`config.mk`:
```
export PLATFORM = sky130hd
export DESIGN_NAME = decode_stage
export DESIGN_NICKNAME = d
export VERILOG_FILES = /design/src/rtl/decode_pkg.sv /design/src/rtl/decode_comb.sv /design/src/rtl/decode_stage.sv
export SDC_FILE = /design/constraint.sdc
export NUM_CORES = 1
export LEC_CHECK = 0
export BUFFER_PORTS_ARGS = -buffer_cell sky130_fd_sc_hd__buf_4
export CORE_MARGIN = 3
export CORE_UTILIZATION = 30
export CTS_CLUSTER_SIZE = 8
export DETAILED_ROUTE_END_ITERATION = 8
export GPL_TIMING_DRIVEN = 0
export PLACE_DENSITY = 0.58
export SLEW_MARGIN = 20
export SYNTH_ARGS = -nofsm -noshare
export SYNTH_HDL_FRONTEND = slang
export SYNTH_SLANG_ARGS = --single-unit
```
`constraint.sdc`:
```
create_clock -name clock -period 1.91 [get_ports clock]
set_clock_uncertainty 0.1 [all_clocks]
set_input_delay 0.2865 -clock clock [delete_from_list [all_inputs] [get_ports clock]]
set_output_delay 0.2865 -clock clock [all_outputs]
set_load 0.01 [all_outputs]
```
`src/rtl/decode_pkg.sv`:
```
// decode_pkg: shared opcode and ALU_Control constants and the decoded
// control bundle carried from the decoder into the ID/EX register.
package decode_pkg;

    localparam logic [6:0] OPC_OP    = 7'b0110011;
    localparam logic [6:0] OPC_OPIMM = 7'b0010011;
    localparam logic [6:0] OPC_LOAD  = 7'b0000011;
    localparam logic [6:0] OPC_STORE = 7'b0100011;
    localparam logic [6:0] OPC_LUI   = 7'b0110111;

    localparam logic [5:0] ALU_ADD  = 6'b000000;
    localparam logic [5:0] ALU_SUB  = 6'b001000;
    localparam logic [5:0] ALU_SLL  = 6'b000001;
    localparam logic [5:0] ALU_SLT  = 6'b000010;
    localparam logic [5:0] ALU_SLTU = 6'b000011;
    localparam logic [5:0] ALU_XOR  = 6'b000100;
    localparam logic [5:0] ALU_SRL  = 6'b000101;
    localparam logic [5:0] ALU_SRA  = 6'b001101;
    localparam logic [5:0] ALU_OR   = 6'b000110;
    localparam logic [5:0] ALU_AND  = 6'b000111;

    // Register fields are 5 bits because the RV32I encoding fixes them.
    typedef struct packed {
        logic [4:0] rs1;
        logic [4:0] rs2;
        logic [4:0] rd;
        logic [5:0] alu;
        logic       wen;
        logic       mem_wen;
        logic       wb_sel;
        logic       op_b_sel;
        logic       illegal;
    } dec_t;

endpackage

```
`src/rtl/decode_comb.sv`:
```
// decode_comb: combinational RV32I subset decoder.
// Ports: instr in; ctrl bundle, XLEN immediate and rs-used flags out.
module decode_comb
    import decode_pkg::*;
#(
    parameter int XLEN = 32
) (
    input  logic [31:0]     instr,
    output dec_t            ctrl,
    output logic [XLEN-1:0] imm,
    output logic            use_rs1,
    output logic            use_rs2
);

    logic [6:0] opc;
    logic [2:0] f3;
    logic [6:0] f7;
    logic       f7_zero;
    logic       f7_alt;

    assign opc     = instr[6:0];
    assign f3      = instr[14:12];
    assign f7      = instr[31:25];
    assign f7_zero = (f7 == 7'h00);
    assign f7_alt  = (f7 == 7'h20);

    always_comb begin
        ctrl    = '0;
        imm     = '0;
        use_rs1 = 1'b0;
        use_rs2 = 1'b0;
        unique case (1'b1)
            (opc == OPC_OP): begin
                // funct7=0x20 only selects SUB and SRA
                if (f7_zero || (f7_alt && (f3 == 3'd0 || f3 == 3'd5))) begin
                    ctrl.rs1 = instr[19:15];
                    ctrl.rs2 = instr[24:20];
                    ctrl.rd  = instr[11:7];
                    ctrl.wen = 1'b1;
                    ctrl.alu = {2'b00, f7_alt, f3};
                    use_rs1  = 1'b1;
                    use_rs2  = 1'b1;
                end else begin
                    ctrl.illegal = 1'b1;
                end
            end
            (opc == OPC_OPIMM): begin
                // shift-immediates constrain the upper immediate bits
                if ((f3 == 3'd1 && !f7_zero) ||
                    (f3 == 3'd5 && !(f7_zero || f7_alt))) begin
                    ctrl.illegal = 1'b1;
                end else begin
                    ctrl.rs1      = instr[19:15];
                    ctrl.rd       = instr[11:7];
                    ctrl.wen      = 1'b1;
                    ctrl.op_b_sel = 1'b1;
                    ctrl.alu      = {2'b00, (f3 == 3'd5) && f7_alt, f3};
                    imm           = XLEN'($signed(instr[31:20]));
                    use_rs1       = 1'b1;
                end
            end
            (opc == OPC_LOAD): begin
                if (f3 == 3'd2) begin
                    ctrl.rs1      = instr[19:15];
                    ctrl.rd       = instr[11:7];
                    ctrl.wen      = 1'b1;
                    ctrl.wb_sel   = 1'b1;
                    ctrl.op_b_sel = 1'b1;
                    ctrl.alu      = ALU_ADD;
                    imm           = XLEN'($signed(instr[31:20]));
                    use_rs1       = 1'b1;
                end else begin
                    ctrl.illegal = 1'b1;
                end
            end
            (opc == OPC_STORE): begin
                if (f3 == 3'd2) begin
                    ctrl.rs1      = instr[19:15];
                    ctrl.rs2      = instr[24:20];
                    ctrl.mem_wen  = 1'b1;
                    ctrl.op_b_sel = 1'b1;
                    ctrl.alu      = ALU_ADD;
                    imm           = XLEN'($signed({instr[31:25], instr[11:7]}));
                    use_rs1       = 1'b1;
                    use_rs2       = 1'b1;
                end else begin
                    ctrl.illegal = 1'b1;
                end
            end
            (opc == OPC_LUI): begin
                // x0 + imm through the ALU
                ctrl.rd       = instr[11:7];
                ctrl.wen      = 1'b1;
                ctrl.op_b_sel = 1'b1;
                ctrl.alu      = ALU_ADD;
                imm           = XLEN'($signed({instr[31:12], 12'b0}));
            end
            default: ctrl.illegal = 1'b1;
        endcase
    end

endmodule

```
`src/rtl/decode_stage.sv`:
```
// decode_stage: pipelined decode with valid/ready handshake, load-use
// hazard stall, flush, and a one-entry ID/EX register.
// Ports: clock/reset, fetch side (in_valid/in_ready/instruction/pc_in),
// EX side (out_valid/out_ready + decoded fields), EX load info, flush.
module decode_stage
    import decode_pkg::*;
#(
    parameter int XLEN   = 32,
    parameter int REG_AW = 5,
    parameter int ALUC_W = 6
) (
    input  logic              clock,
    input  logic              reset,
    input  logic              in_valid,
    output logic              in_ready,
    input  logic [31:0]       instruction,
    input  logic [XLEN-1:0]   pc_in,
    output logic              out_valid,
    input  logic              out_ready,
    output logic [XLEN-1:0]   pc_out,
    output logic              wb_sel,
    output logic [REG_AW-1:0] read_sel1,
    output logic [REG_AW-1:0] read_sel2,
    output logic [REG_AW-1:0] write_sel,
    output logic              wEn,
    output logic [XLEN-1:0]   imm32,
    output logic              op_B_sel,
    output logic [ALUC_W-1:0] ALU_Control,
    output logic              mem_wEn,
    output logic              illegal,
    input  logic              ex_load_valid,
    input  logic [REG_AW-1:0] ex_load_rd,
    input  logic              flush
);

    dec_t            dec;
    logic [XLEN-1:0] dec_imm;
    logic            use_rs1;
    logic            use_rs2;

    decode_comb #(.XLEN(XLEN)) u_dec (
        .instr   (instruction),
        .ctrl    (dec),
        .imm     (dec_imm),
        .use_rs1 (use_rs1),
        .use_rs2 (use_rs2)
    );

    logic            valid_q, valid_d;
    dec_t            ctrl_q, ctrl_d;
    logic [XLEN-1:0] imm_q, imm_d;
    logic [XLEN-1:0] pc_q, pc_d;

    logic adv;
    logic hazard;

    assign adv    = !valid_q || out_ready;
    assign hazard = ex_load_valid && (ex_load_rd != '0) &&
                    ((use_rs1 && ex_load_rd == REG_AW'(dec.rs1)) ||
                     (use_rs2 && ex_load_rd == REG_AW'(dec.rs2)));
    // during flush the incoming word is taken and dropped
    assign in_ready = flush || (adv && !hazard);

    always_comb begin
        valid_d = valid_q;
        ctrl_d  = ctrl_q;
        imm_d   = imm_q;
        pc_d    = pc_q;
        if (flush) begin
            valid_d = 1'b0;
        end else if (adv && in_valid && !hazard) begin
            valid_d = 1'b1;
            ctrl_d  = dec;
            imm_d   = dec_imm;
            pc_d    = pc_in;
        end else if (adv) begin
            valid_d = 1'b0;
        end
    end

    always_ff @(posedge clock or negedge reset) begin
        if (!reset) begin
            valid_q <= 1'b0;
            ctrl_q  <= '0;
            imm_q   <= '0;
            pc_q    <= '0;
        end else begin
            valid_q <= valid_d;
            ctrl_q  <= ctrl_d;
            imm_q   <= imm_d;
            pc_q    <= pc_d;
        end
    end

    assign out_valid   = valid_q;
    assign pc_out      = pc_q;
    assign wb_sel      = ctrl_q.wb_sel;
    assign read_sel1   = REG_AW'(ctrl_q.rs1);
    assign read_sel2   = REG_AW'(ctrl_q.rs2);
    assign write_sel   = REG_AW'(ctrl_q.rd);
    assign wEn         = valid_q && ctrl_q.wen;
    assign imm32       = imm_q;
    assign op_B_sel    = ctrl_q.op_b_sel;
    assign ALU_Control = ALUC_W'(ctrl_q.alu);
    assign mem_wEn     = valid_q && ctrl_q.mem_wen;
    assign illegal     = ctrl_q.illegal;

endmodule

```
==> qor.csv <==
stage,metric,value,unit
status,status,"complete, but fails checks",
status,failing checks,negative setup slack,
grt,Overflow after GRT,0,
hold_path,WHS Path Cells,2,
yosys,register bit total from synthesis,89,
die,Initial Utilization,0.308,
timing,Worst Slack Setup Final,-0.277,ns
clocking,clock edge transition at the registers on the reported setup and hold paths,0.06,ns
die,floorplan core area,0.0139,mm^2
cells_and_area,Layout area overhead,60.1,%
timing,"Hold Vio Cnt, Final",0,
hold_path,HP Class,in2reg,
routing,Met1 Wirelength,5.99,mm
setup_path,Worst Path Arrival,1.80,ns
routing,Iteration-0 DRC Markers,152,
setup_path,"Largest stage delay, worst path",0.37,ns
cells_and_area,share of cells above drive strength 1,0.522,
yosys,"Seq/Total Area, Yosys",0.519,
die,Die X,126,um
die,# IOs,167,
setup_path,crit path kind,in2out,
hold_path,hold path start,flush,
setup_path,Critical Path Source Type,input pin,
grt,first-pass GRT wire length,21.0,mm
yosys,"EDFF count, synth",0,
cells_and_area,fin nets,648,
setup_path,crit end category,output pin,
die,Rows,43,
routing,detailed-route wire length per cell,17.6,um
clocking,CTS tree,done,
timing,slew margin rel.,0.443,
routing,drc violations,0,
grt,Total GRT Usage,0.170,
setup_path,R2R setup slack,0.29,ns
timing,Max Slew Vio Count,0,
yosys,most used flip-flop cell after synthesis,dfrtp_1,
place,I/O Buffers,163,
cells_and_area,FILL cells,1262,
routing,met3 wire length,664,um
setup_path,launch point of the worst reg-to-reg path,out_valid,
clocking,Longest Clk Path Bufs,2,
timing,worst hold margin,0.0144,ns
routing,routed vias,3437,
yosys,Post-Syn Area,0.00429,mm^2
routing,DR WL met2,6.34,mm
timing,fmax,457,MHz
routing,first drt pass iteration count,4,
setup_path,Setup crit start,instruction[27],
timing,Finish-stage setup viols,89,
grt,vias in the first global route,3692,
cells_and_area,Diodes inserted,0,
clocking,clk sinks,89,
grt,initial antenna violation count,0,
power,Power Dens Cells,702,mW/mm^2
setup_path,CP required,1.52,ns
place,HPWL Detailed,8.93,mm
setup_path,FF-to-FF path depth,5,
setup_path,CP bufs+invs,2,
place,dpl cell area,0.00583,mm^2
timing,Tcrit/Tclk final,1.14,
clocking,H-tree lvl count,3,
setup_path,worst path cell trace,buf_8 -> nor4_4 -> a311o_1 -> nor3b_4 -> o31ai_4 -> a31o_2 -> buf_6,
yosys,Post-Synthesis Cells,374,
clocking,total CTS buffers,9,
run,max_cap viols,0,
die,die area,0.0158,mm^2
yosys,Mean Syn Cell Area,11.5,um^2
yosys,fraction of registers with async set/reset,1.00,
setup_path,"delay-heaviest family, CP",compound AO/OA/AOI/OAI gates,
cells_and_area,"commonest non-fill, non-tap cell in the layout",buf_4,
setup_path,worst flop-to-flop path endpoint,ctrl_q[4],
yosys,Yosys warnings,0,
power,total chip power,4.82,mW
setup_path,Worst path slowest cell,nor4_4,
timing,RSZ-0062 raised after global routing,true,
clocking,Clock Latency Late Sink,0.34,ns
cells_and_area,"commonest cells after routing, fill and taps aside","buf_4 (185), dfrtp_1 (89), inv_1 (46), mux2_4 (44), mux2i_1 (41)",
place,pre-CTS setup slack,-0.746,ns
timing,measured slew at the worst slew-check pin,0.836,ns
routing,vias per inst,4.55,
routing,Total Routed Length,13.3,mm
clocking,root buffer cell,clkbuf_16,
routing,uppermost layer routed,met4,
yosys,Yosys cell types,42,
setup_path,Critical Path Fanout Max,3,
place,Final GP Congestion,0.844,
grt,pin count of the biggest net entering global routing,90,
die,die span in y,126,um
power,Lkg Pwr,3.57,nW
power,VDD IR max,0.328,mV
routing,antenna-violating nets left,0,
timing,post-layout min period,2.19,ns
cells_and_area,"Design Area, Final",0.00687,mm^2
hold_path,Min-Delay Endpoint,out_valid,
==> cell usage after synthesis (2+ instances only) <==
library cell	number	area (um^2)
buf_4	22	165
buf_2	6	30.0
xnor2_1	5	43.8
nand3_1	8	40.0
xor2_1	6	52.6
inv_1	46	173
nor2b_1	2	12.5
nor4bb_1	2	20.0
nor4_1	3	18.8
nor2_1	6	22.5
o21ai_1	2	10.0
nand2b_1	2	12.5
dfrtp_1	89	2230
and2_1	3	18.8
nor3_1	2	10.0
or3_1	3	18.8
mux2i_1	43	430
mux2_1	15	169
mux2_2	30	338
clkbuf_1	5	18.8
buf_6	2	22.5
nand4_1	2	12.5
a22o_1	5	43.8
nand2_1	26	97.6
a21oi_1	21	105
o21ai_0	2	10.0
==> layout make-up <==
| class | instances | area, um^2 | share of cell area |
|---|---|---|---|
| Buffer | 35 | 363 | 0.0529 |
| Clock buffer | 10 | 239 | 0.0348 |
| Clock inverter | 3 | 43.8 | 0.00638 |
| Inverter | 46 | 173 | 0.0252 |
| Multi-Input combinational cell | 205 | 1970 | 0.286 |
| Sequential cell | 89 | 2230 | 0.324 |
| Tap cell | 180 | 225 | 0.0328 |
| Timing Repair Buffer | 187 | 1630 | 0.237 |
==> timing repair <==
item | CTS | global route
hold endpoints to repair | 89 | 0
pin swaps | 13 | 3
setup buffers | 15 | 3
gates cloned | 6 | 1
hold buffers | 1 | 0
endpoints found under the setup margin | 89 | 89
gates resized for setup | 101 | 10
==> state kept, by name (all words and copies together), names as in the netlist <==
signal,count
imm32,32
pc_out,32
read_sel1,5
read_sel2,5
write_sel,5
ALU_Control,4
ctrl_q,2
illegal,1
op_B_sel,1
out_valid,1
wb_sel,1
==> stage by stage <==
step	util	cells	setup TNS [ns]
floorplan	-	375	-10.34
global placement	0.418	718	-57.77
detailed placement	0.419	718	-59.79
CTS	0.490	753	-14.25
global route	0.493	755	-20.15
finish	0.493	755	-15.95
==> layer usage <==
metal,GRT usage,vias to the layer above
li1,-,1634
met1,0.230,1677
met2,0.270,109
met3,0.0350,17
met4,0.0644,0
met5,0,-
==> cells by family (layout without fill, tap and decap cells) <==
kind of cell | count (synthesis) | count (layout) | synth area share
multiplexers | 88 | 88 | 0.219
XOR/XNOR | 11 | 11 | 0.0225
AND/OR/NAND/NOR | 67 | 67 | 0.0867
flip-flops | 89 | 89 | 0.519
buffers and inverters | 81 | 281 | 0.0954
other | 1 | 2 | 0.000875
AO/OA/AOI/OAI | 37 | 37 | 0.0566
==> worst max-delay path by stage <==
stage / cells past startpoint / to
floorplan: 7 / pc_out[10]
global placement: 8 / imm32[19]
detailed placement: 8 / imm32[16]
CTS: 7 / in_ready
global route: 7 / in_ready
finish: 7 / in_ready
==> power breakdown <==
group          total [mW]  internal [mW]  switching, mW
Combinational       0.984          0.592          0.392
Sequential           2.08           2.01         0.0694
Clock                1.75           1.03          0.723
No activity file was read; power rests on OpenSTA's default activity.
